$ cat config.mk
export PLATFORM = sky130hd
export DESIGN_NAME = up_down_mod_counter
export DESIGN_NICKNAME = d
export VERILOG_FILES = /design/src/rtl/up_down_mod_counter.sv
export SDC_FILE = /design/constraint.sdc
export NUM_CORES = 1
export LEC_CHECK = 0
export BUFFER_PORTS_ARGS = -buffer_cell sky130_fd_sc_hd__buf_2
export CAP_MARGIN = 20
export CORE_AREA = 4 4 41 43
export DETAILED_ROUTE_END_ITERATION = 8
export DIE_AREA = 0 0 45 47
export PLACE_DENSITY = 0.7
export SLEW_MARGIN = 5
export SYNTH_ARGS = -nofsm -noshare
export SYNTH_HDL_FRONTEND = slang
export SYNTH_SLANG_ARGS = --single-unit
$ cat constraint.sdc
create_clock -name clk -period 2.1 [get_ports clk]
set_input_delay 0.42 -clock clk [delete_from_list [all_inputs] [get_ports clk]]
set_output_delay 0.42 -clock clk [all_outputs]
set_load 0.03 [all_outputs]
$ cat src/rtl/up_down_mod_counter.sv
`default_nettype none
// ============================================================================
//  Module      : up_down_mod_counter
//  Description : Parametrised up/down modulo counter with enable, synchronous
//                clamped load, wrap or saturate mode at the range ends,
//                combinational terminal count, registered wrap pulse and a
//                sticky boundary-event flag.
//  Revision    : 1.0 - initial release
// ============================================================================
module up_down_mod_counter #(
    parameter int          WIDTH       = 5,
    parameter int unsigned MAX_COUNT   = 32'((64'd1 << WIDTH) - 64'd1),
    parameter bit          SATURATE    = 1'b0,
    parameter int unsigned RESET_VALUE = 0
) (
    input  logic             clk,
    input  logic             reset,
    input  logic             en,
    input  logic             up_dn,
    input  logic             load,
    input  logic [WIDTH-1:0] load_val,
    input  logic             clr_ovf,
    output logic [WIDTH-1:0] out,
    output logic             tc,
    output logic             wrap,
    output logic             ovf_sticky
);

    localparam logic [WIDTH-1:0] c_MAX_COUNT   = WIDTH'(MAX_COUNT);
    localparam logic [WIDTH-1:0] c_RESET_VALUE = WIDTH'(RESET_VALUE);
    localparam logic [WIDTH-1:0] c_ZERO        = '0;

    logic [WIDTH-1:0] count_q;
    logic [WIDTH-1:0] count_d;
    logic             wrap_q;
    logic             wrap_d;
    logic             ovf_q;
    logic             ovf_d;

    logic             w_at_max;
    logic             w_at_zero;
    logic             w_event;
    logic [WIDTH-1:0] w_up_limit_val;
    logic [WIDTH-1:0] w_dn_limit_val;
    logic [WIDTH-1:0] w_load_clamped;

    // Range-end comparisons are taken on the current count, before any
    // increment or decrement, so the count can never leave 0..MAX_COUNT.
    assign w_at_max  = (count_q == c_MAX_COUNT);
    assign w_at_zero = (count_q == c_ZERO);

    // Out-of-range load values clamp to the top of the range.
    assign w_load_clamped = (load_val > c_MAX_COUNT) ? c_MAX_COUNT : load_val;

    // Value taken when a boundary event occurs: hold in saturate mode,
    // jump to the opposite end in wrap mode.
    if (SATURATE) begin : g_saturate
        assign w_up_limit_val = c_MAX_COUNT;
        assign w_dn_limit_val = c_ZERO;
    end else begin : g_wrap
        assign w_up_limit_val = c_ZERO;
        assign w_dn_limit_val = c_MAX_COUNT;
    end

    // Next-state selection: load beats count enable, which beats hold.
    always_comb begin
        count_d = count_q;
        w_event = 1'b0;
        if (load) begin
            count_d = w_load_clamped;
        end else if (en) begin
            if (up_dn) begin
                if (w_at_max) begin
                    w_event = 1'b1;
                    count_d = w_up_limit_val;
                end else begin
                    count_d = count_q + 1'b1;
                end
            end else begin
                if (w_at_zero) begin
                    w_event = 1'b1;
                    count_d = w_dn_limit_val;
                end else begin
                    count_d = count_q - 1'b1;
                end
            end
        end
    end

    // Wrap pulse mirrors this edge's event; the sticky flag lets a new event
    // win over a simultaneous clear.
    always_comb begin
        wrap_d = w_event;
        ovf_d  = ovf_q;
        if (clr_ovf) begin
            ovf_d = 1'b0;
        end
        if (w_event) begin
            ovf_d = 1'b1;
        end
    end

    // State registers; reset acts immediately and drops any pending wrap.
    always_ff @(posedge clk or posedge reset) begin
        if (reset) begin
            count_q <= c_RESET_VALUE;
            wrap_q  <= 1'b0;
            ovf_q   <= 1'b0;
        end else begin
            count_q <= count_d;
            wrap_q  <= wrap_d;
            ovf_q   <= ovf_d;
        end
    end

    // Terminal count follows direction combinationally.
    assign tc         = up_dn ? w_at_max : w_at_zero;
    assign out        = count_q;
    assign wrap       = wrap_q;
    assign ovf_sticky = ovf_q;

endmodule
`default_nettype wire

# == Word level (Yosys, flattened, before mapping) ==
# Index checks and enable logic that the tools add are counted.
# classes
addsub,2
n_lt_le_gt_ge,1
muxes,14
n_reduce_logical,3
n_eq_ne,1
# ops
op,count
5-bit two-way mux,6
1-bit two-way mux,8
"5-bit by 1-bit adder with 5-bit output, second input constant",1
"5-bit equality test, second input constant",1
"5-bit greater-than comparator, second input constant",1
5-bit zero test,1
"5-bit by 1-bit subtractor with 5-bit output, second input constant",1
2-bit nonzero test,2
# totals
in_bits,11
output_inout_bits,8
reg_bits,7
word_cells,24

# == Depth between registers and ports, before layout ==
# Gate-level depths: netlist (run 1).
# logic_depth
ltp_word,6
ltp_mapped,7

# == Worst setup path before layout (run 1) ==
# No wires, ideal clock.
# synth_timing
kind,register to output
start,reg count_q[0] (netlist: out[0])
end,out tc
t_arrival_ns,1.565
required_time_ns,1.680
setup_slack_ns,0.115
stages_incl_launch_ff,6
path_cell_list,dfrtp_1 ha_1 and3_1 ha_1 a21oi_2 inv_1
# synth_between
elab_chain_len,2
# synth_rtl
item,line_no,rtl
start: declaration,33,logic [WIDTH-1:0] count_q;
start signal: assignment,106,count_q <= c_RESET_VALUE;
start signal: assignment,110,count_q <= count_d;
5-bit equality test or 5-bit zero test (tied branches),"49, 50",
1-bit two-way mux *,117,assign tc = up_dn ? w_at_max : w_at_zero;
end: declaration,24,"output logic tc,"
# Mark *: on every way between the ends. The rest lies on a longest branch, timed or not.

# == Worst setup path after layout (run 1) ==
# Same ends and word-level chain as after synthesis.

==> results of run 1 <==
==> timing repair <==
item,4_1_cts,5_1_grt
gates resized for setup,1,4
gates cloned,0,0
hold buffers,0,0
setup buffers,2,2
pin swaps,1,1
setup endpoints to repair,1,1
==> flip-flops by register name (all words and copies together) (netlist names) <==
| name | flops |
|---|---|
| out | 5 |
| ovf_sticky | 1 |
| wrap | 1 |
==> cell type report <==
cell class | instances | area (sq um) | area share
Multi-Input combinational cell | 45 | 355 | 0.473
Sequential cell | 7 | 175 | 0.233
Timing Repair Buffer | 25 | 145 | 0.193
Inverter | 8 | 30.0 | 0.0400
Clock buffer | 4 | 26.3 | 0.0350
Tap cell | 15 | 18.8 | 0.0250
==> worst max-delay path, stage by stage (launching register included) <==
cell	delay [ns]
dfrtp_1	0.38
buf_4	0.16
inv_1	0.06
ha_2	0.20
and4bb_4	0.27
a21oi_2	0.04
inv_1	0.06
clkbuf_4	0.17
==> metal layers <==
metal / wire length (um) / up-vias / GRT usage
met4: 29 / 0 / 0.0877
met2: 638 / 19 / 0.229
met3: 82 / 3 / 0.0345
met1: 571 / 271 / 0.171
met5: 0 / - / 0
li1: - / 279 / -
==> cell usage after synthesis, drive strengths merged (2+ instances only) <==
| cell type | instances |
|---|---|
| o21ai | 7 |
| buf | 3 |
| dfrtp | 7 |
| nor2 | 3 |
| nor3 | 2 |
| inv | 8 |
| nand2 | 8 |
| o22ai | 2 |
| a31oi | 2 |
| ha | 4 |
==> power groups by stage <==
stage          combinational, mW  clock, mW  sequential, mW
2_1_floorplan             0.0851          0           0.189
5_1_grt                    0.182      0.141           0.163
4_1_cts                    0.161      0.130           0.159
3_5_place_dp               0.153          0           0.164
6_report                   0.165      0.127           0.161
3_3_place_gp               0.151          0           0.163
==> cells by family (layout without fill, tap and decap cells) <==
group / count (synthesis) / count (layout) / share of synthesized area
DFF: 7 / 7 / 0.302
adders and majority gates: 4 / 4 / 0.0862
buffers and inverters: 12 / 37 / 0.121
and+or+nand+nor: 20 / 20 / 0.226
xor gates and xnor gates: 1 / 1 / 0.0151
muxes: 1 / 1 / 0.0172
AOI/OAI and AO/OA: 19 / 19 / 0.233
==> final timing paths <==
| check | endpoint | slack (ns) | cells after the start |
|---|---|---|---|
| max in group asynchronous | wrap | 1.79 | 2 |
| hold / removal | ovf_sticky | 0.09 | 2 |
| hold reg to reg | ovf_sticky | 0.55 | 2 |
| setup / recovery | tc | 0.09 | 7 |
| setup reg to reg | ovf_sticky | 0.47 | 8 |
| min in group clk | ovf_sticky | 0.34 | 2 |
==> summary.txt, run 1 <==
FP Rows - 13
Final core utilization - 0.577
N_diodes - 0
Most frequent cells in the layout - buf_2 (17), nand2_1 (8), inv_1 (8), dfrtp_1 (7), buf_4 (7)
Syn Inst Count - 64
DR iter-0 viols - 9
Total track usage - 0.142
Worst Clk Skew - 0.00204 ns
Tcrit/Tclk final - 0.956
DP Cell Count - 96
Setup WS pre-CTS - 0.164 ns
Flop pwr share - 0.355
Max Cap Viol - 0
Power density cells - 604 nW/um^2
Worst-path clk slew - 0.05 ns
Bufs on Longest Clock Path - 2
Die Width - 45 um
Power share of the combinational group - 0.364
Sum Neg Setup Slack - 0 ns
Num ports - 19
Design area - 751 sq um
Skew-Pair Late Insertion Delay - 0.26 ns
Post-synthesis instance area - 581 sq um
Internal power - 0.290 mW
Headroom to the max-slew limit - 0.811
Hold Crit Class - input port to asynchronous set/reset pin
Result of the run - complete, no violations
Pin count of the biggest net entering global routing - 14
H-tree Lvls - 1
Critical path launch point type - register
Vias after detailed routing - 572
I/O Buffers - 18
Gpl congestion - 0.717
Syn Area/Cell - 9.07 sq um
Vias/cell - 5.50
Root Buffer - clkbuf_4
WL per Instance - 12.7 um
Initial antenna violation count - 0
Crit path launch - out[0]
Die Y - 47 um
Synth Register Bits - 7
Critical Path End Type - primary output
Synth async-reset ratio - 1.00
CP arrival - 1.59 ns
Initial core utilization - 0.446
Most used DFF post-synth - dfrtp_1
TritonCTS buffer count - 3
Synth warnings - 0
Hpwl dp - 1010 um
Proportion of netlist area held by the largest area contributor - 0.302
Core area - 1300 sq um
Clock sinks - 7
Wirelength, routed - 1320 um
Area growth syn-to-layout - 29.3%
CTS tree - built
Non-Filler Instances - 104
Clock Power Share - 0.281
CP Class - register to primary output
P_sw - 0.163 mW
Fraction of layout cells with a size suffix above 1 - 0.427
Worst Max-Slew Pin Slew - 0.282 ns
Final setup vio count - 0
Seq/Total Area, Yosys - 0.302
First-pass GRT wire length - 2150 um
Worst hold margin - 0.0875 ns
FF-to-FF Start - out[0]
Max-slew violation count - 0
Area leader, netlist - dfrtp_1
Commonest non-fill, non-tap cell in the layout - buf_2
Leak pwr - 0.368 nW
Critical path required time - 1.68 ns
RSZ-0062 raised after global routing - no
Synth cell types - 31
Remaining global-route overflow - 0
Crit Path Max Fanout - 6
Vias in the first global route - 504
VDD IR max - 335 uV
Setup slack after layout - 0.0920 ns
Highest attainable clock frequency - 498 MHz
ANT nets after route - 0
Count of final hold-check violations - 0
EDFF count, synth - 0
Tot Pwr - 0.454 mW
DRC viols - 0
Placed Area - 672 sq um
Die Footprint - 2120 sq um
Synth area leaders - dfrtp_1 (30%), ha_1 (8.6%), inv_1 (5.2%)
First-pass DRT Iterations - 4
Final #Nets - 105
Sw Share - 0.360
Fin crit period - 2.01 ns
Filler Cells Inserted - 130
Syn Nets - 79
(Power assumes the default switching activity.)
==> run 2, diff against run 1 <==
--- a/config.mk
+++ b/config.mk
@@ -11,6 +11,7 @@
 export DETAILED_ROUTE_END_ITERATION = 8
 export DIE_AREA = 0 0 45 47
 export PLACE_DENSITY = 0.7
+export REMOVE_ABC_BUFFERS = 1
 export SLEW_MARGIN = 5
 export SYNTH_ARGS = -nofsm -noshare
 export SYNTH_HDL_FRONTEND = slang
==> summary.txt, run 2 (same netlist as run 1, synthesis figures left out) <==
Hold buffers post-CTS - 0
Hpwl dp - 984 um
Worst Clk Skew - 0.00303 ns
Hold Crit Class - input port to asynchronous set/reset pin
Result of the run - complete, no violations
Fin crit period - 2.04 ns
Die Width - 45 um
Worst Max-Slew Pin Slew - 0.278 ns
Power share of the combinational group - 0.381
Final core utilization - 0.578
Flop pwr share - 0.356
First-pass GRT wire length - 1930 um
Fraction of layout cells with a size suffix above 1 - 0.432
Area growth syn-to-layout - 29.5%
Total track usage - 0.125
Critical path launch point type - register
Setup slack after layout - 0.0574 ns
Max Cap Viol - 0
Bufs on Longest Clock Path - 2
Final #Nets - 104
Initial core utilization - 0.446
VDD IR max - 280 uV
Commonest non-fill, non-tap cell in the layout - buf_2
Wirelength, routed - 1300 um
Tcrit/Tclk final - 0.973
CP Cell Sequence - ha_1, and3_4, ha_4, a21oi_4, inv_1, clkbuf_4
DRC viols - 0
Crit-path slowest cell - dfrtp_2
First-pass DRT Iterations - 4
Num ports - 19
Crit Path Max Fanout - 4
CTS tree - built
Vias/cell - 5.14
Internal power - 0.292 mW
Clock sinks - 7
Critical Path End Type - primary output
Most frequent cells in the layout - buf_2 (17), nand2_1 (8), inv_1 (8), dfrtp_1 (6), buf_4 (6)
Tot Pwr - 0.446 mW
Initial antenna violation count - 0
H-tree Lvls - 1
Pin count of the biggest net entering global routing - 14
Gpl congestion - 0.716
Vias after detailed routing - 529
Count of final hold-check violations - 0
ANT nets after route - 0
Power density cells - 593 nW/um^2
I/O Buffers - 18
Sw Share - 0.346
FP Rows - 13
DR iter-0 viols - 3
TritonCTS buffer count - 3
Highest attainable clock frequency - 490 MHz
Leak pwr - 0.364 nW
Core area - 1300 sq um
WL per Instance - 12.7 um
Largest register FFs - 5
CP arrival - 1.62 ns
DP Cell Count - 96
Final setup vio count - 0
Remaining global-route overflow - 0
Vias in the first global route - 449
Setup WS pre-CTS - 0.172 ns
Worst-path clk slew - 0.05 ns
Skew-Pair Late Insertion Delay - 0.24 ns
Critical path required time - 1.68 ns
Die Footprint - 2120 sq um
Non-Filler Instances - 103
P_sw - 0.154 mW
Max-slew violation count - 0
CP Class - register to primary output
Clock Power Share - 0.263
Die Y - 47 um
N_diodes - 0
Headroom to the max-slew limit - 0.814
Crit-path max cell delay - 0.40 ns
Root Buffer - clkbuf_4
Sum Neg Setup Slack - 0 ns
run 2: cell count changes in the layout (fill, tap and decap cells not counted):
cell,previous run,this run
a21oi_4,0,1
dfrtp_1,7,6
dfrtp_2,0,1
a21oi_2,1,0
buf_4,7,6
run 2: final timing paths:
path | from | slack (ns) | cells after the start | end
max | out[1] | 0.06 | 6 | tc
max in group asynchronous | reset | 1.77 | 2 | out[1]
min | reset | 0.1 | 2 | wrap
max reg2reg | out[1] | 0.51 | 6 | out[3]
min reg2reg | ovf_sticky | 0.55 | 2 | ovf_sticky
min in group clk | clr_ovf | 0.36 | 2 | ovf_sticky
run 2: area by class of cell:
type	instances	area, sq um
inverters	8	30.0
flip-flops and latches	7	176
well taps	15	18.8
clock buffers	4	26.3
repair buffers	24	138
multi-input cells	45	363
fillers	134	549
run 2: through the flow:
stage	hold slack [ns]	cell area, sq um
after floorplan	0.223	541
after global placement	0.358	672
after detailed placement	0.366	672
after CTS	0.0959	724
after global routing	0.113	752
final	0.0969	752
run 2: metal layers:
layer / global-route usage / wire (um) / vias up
li1: - / - / 278
met1: 0.159 / 586 / 233
met2: 0.209 / 627 / 16
met3: 0.0115 / 81 / 2
met5: 0 / 0 / -
met4: 0.0702 / 8 / 0
run 2: timing repair:
action | in CTS | in global routing
pin swaps | 1 | 1
endpoints found under the setup margin | 1 | 1
buffers inserted | 2 | 1
resized for setup | 3 | 4
endpoints found under the hold margin | 0 | 0
run 2: power groups by stage:
stage	clock network (mW)	registers, mW	logic, mW
after global routing	0.130	0.160	0.186
after floorplan	0	0.193	0.0663
final	0.117	0.159	0.170
after global placement	0	0.160	0.154
after detailed placement	0	0.161	0.156
after CTS	0.124	0.157	0.167
run 2: critical path, delay by kind of cell, from the launching register on:
kind	cells	cell delay, ns
and+or+nand+nor	1	0.20
AOI/OAI and AO/OA	1	0.17
DFF	1	0.40
adders and majority gates	2	0.38
buffers and inverters	2	0.22
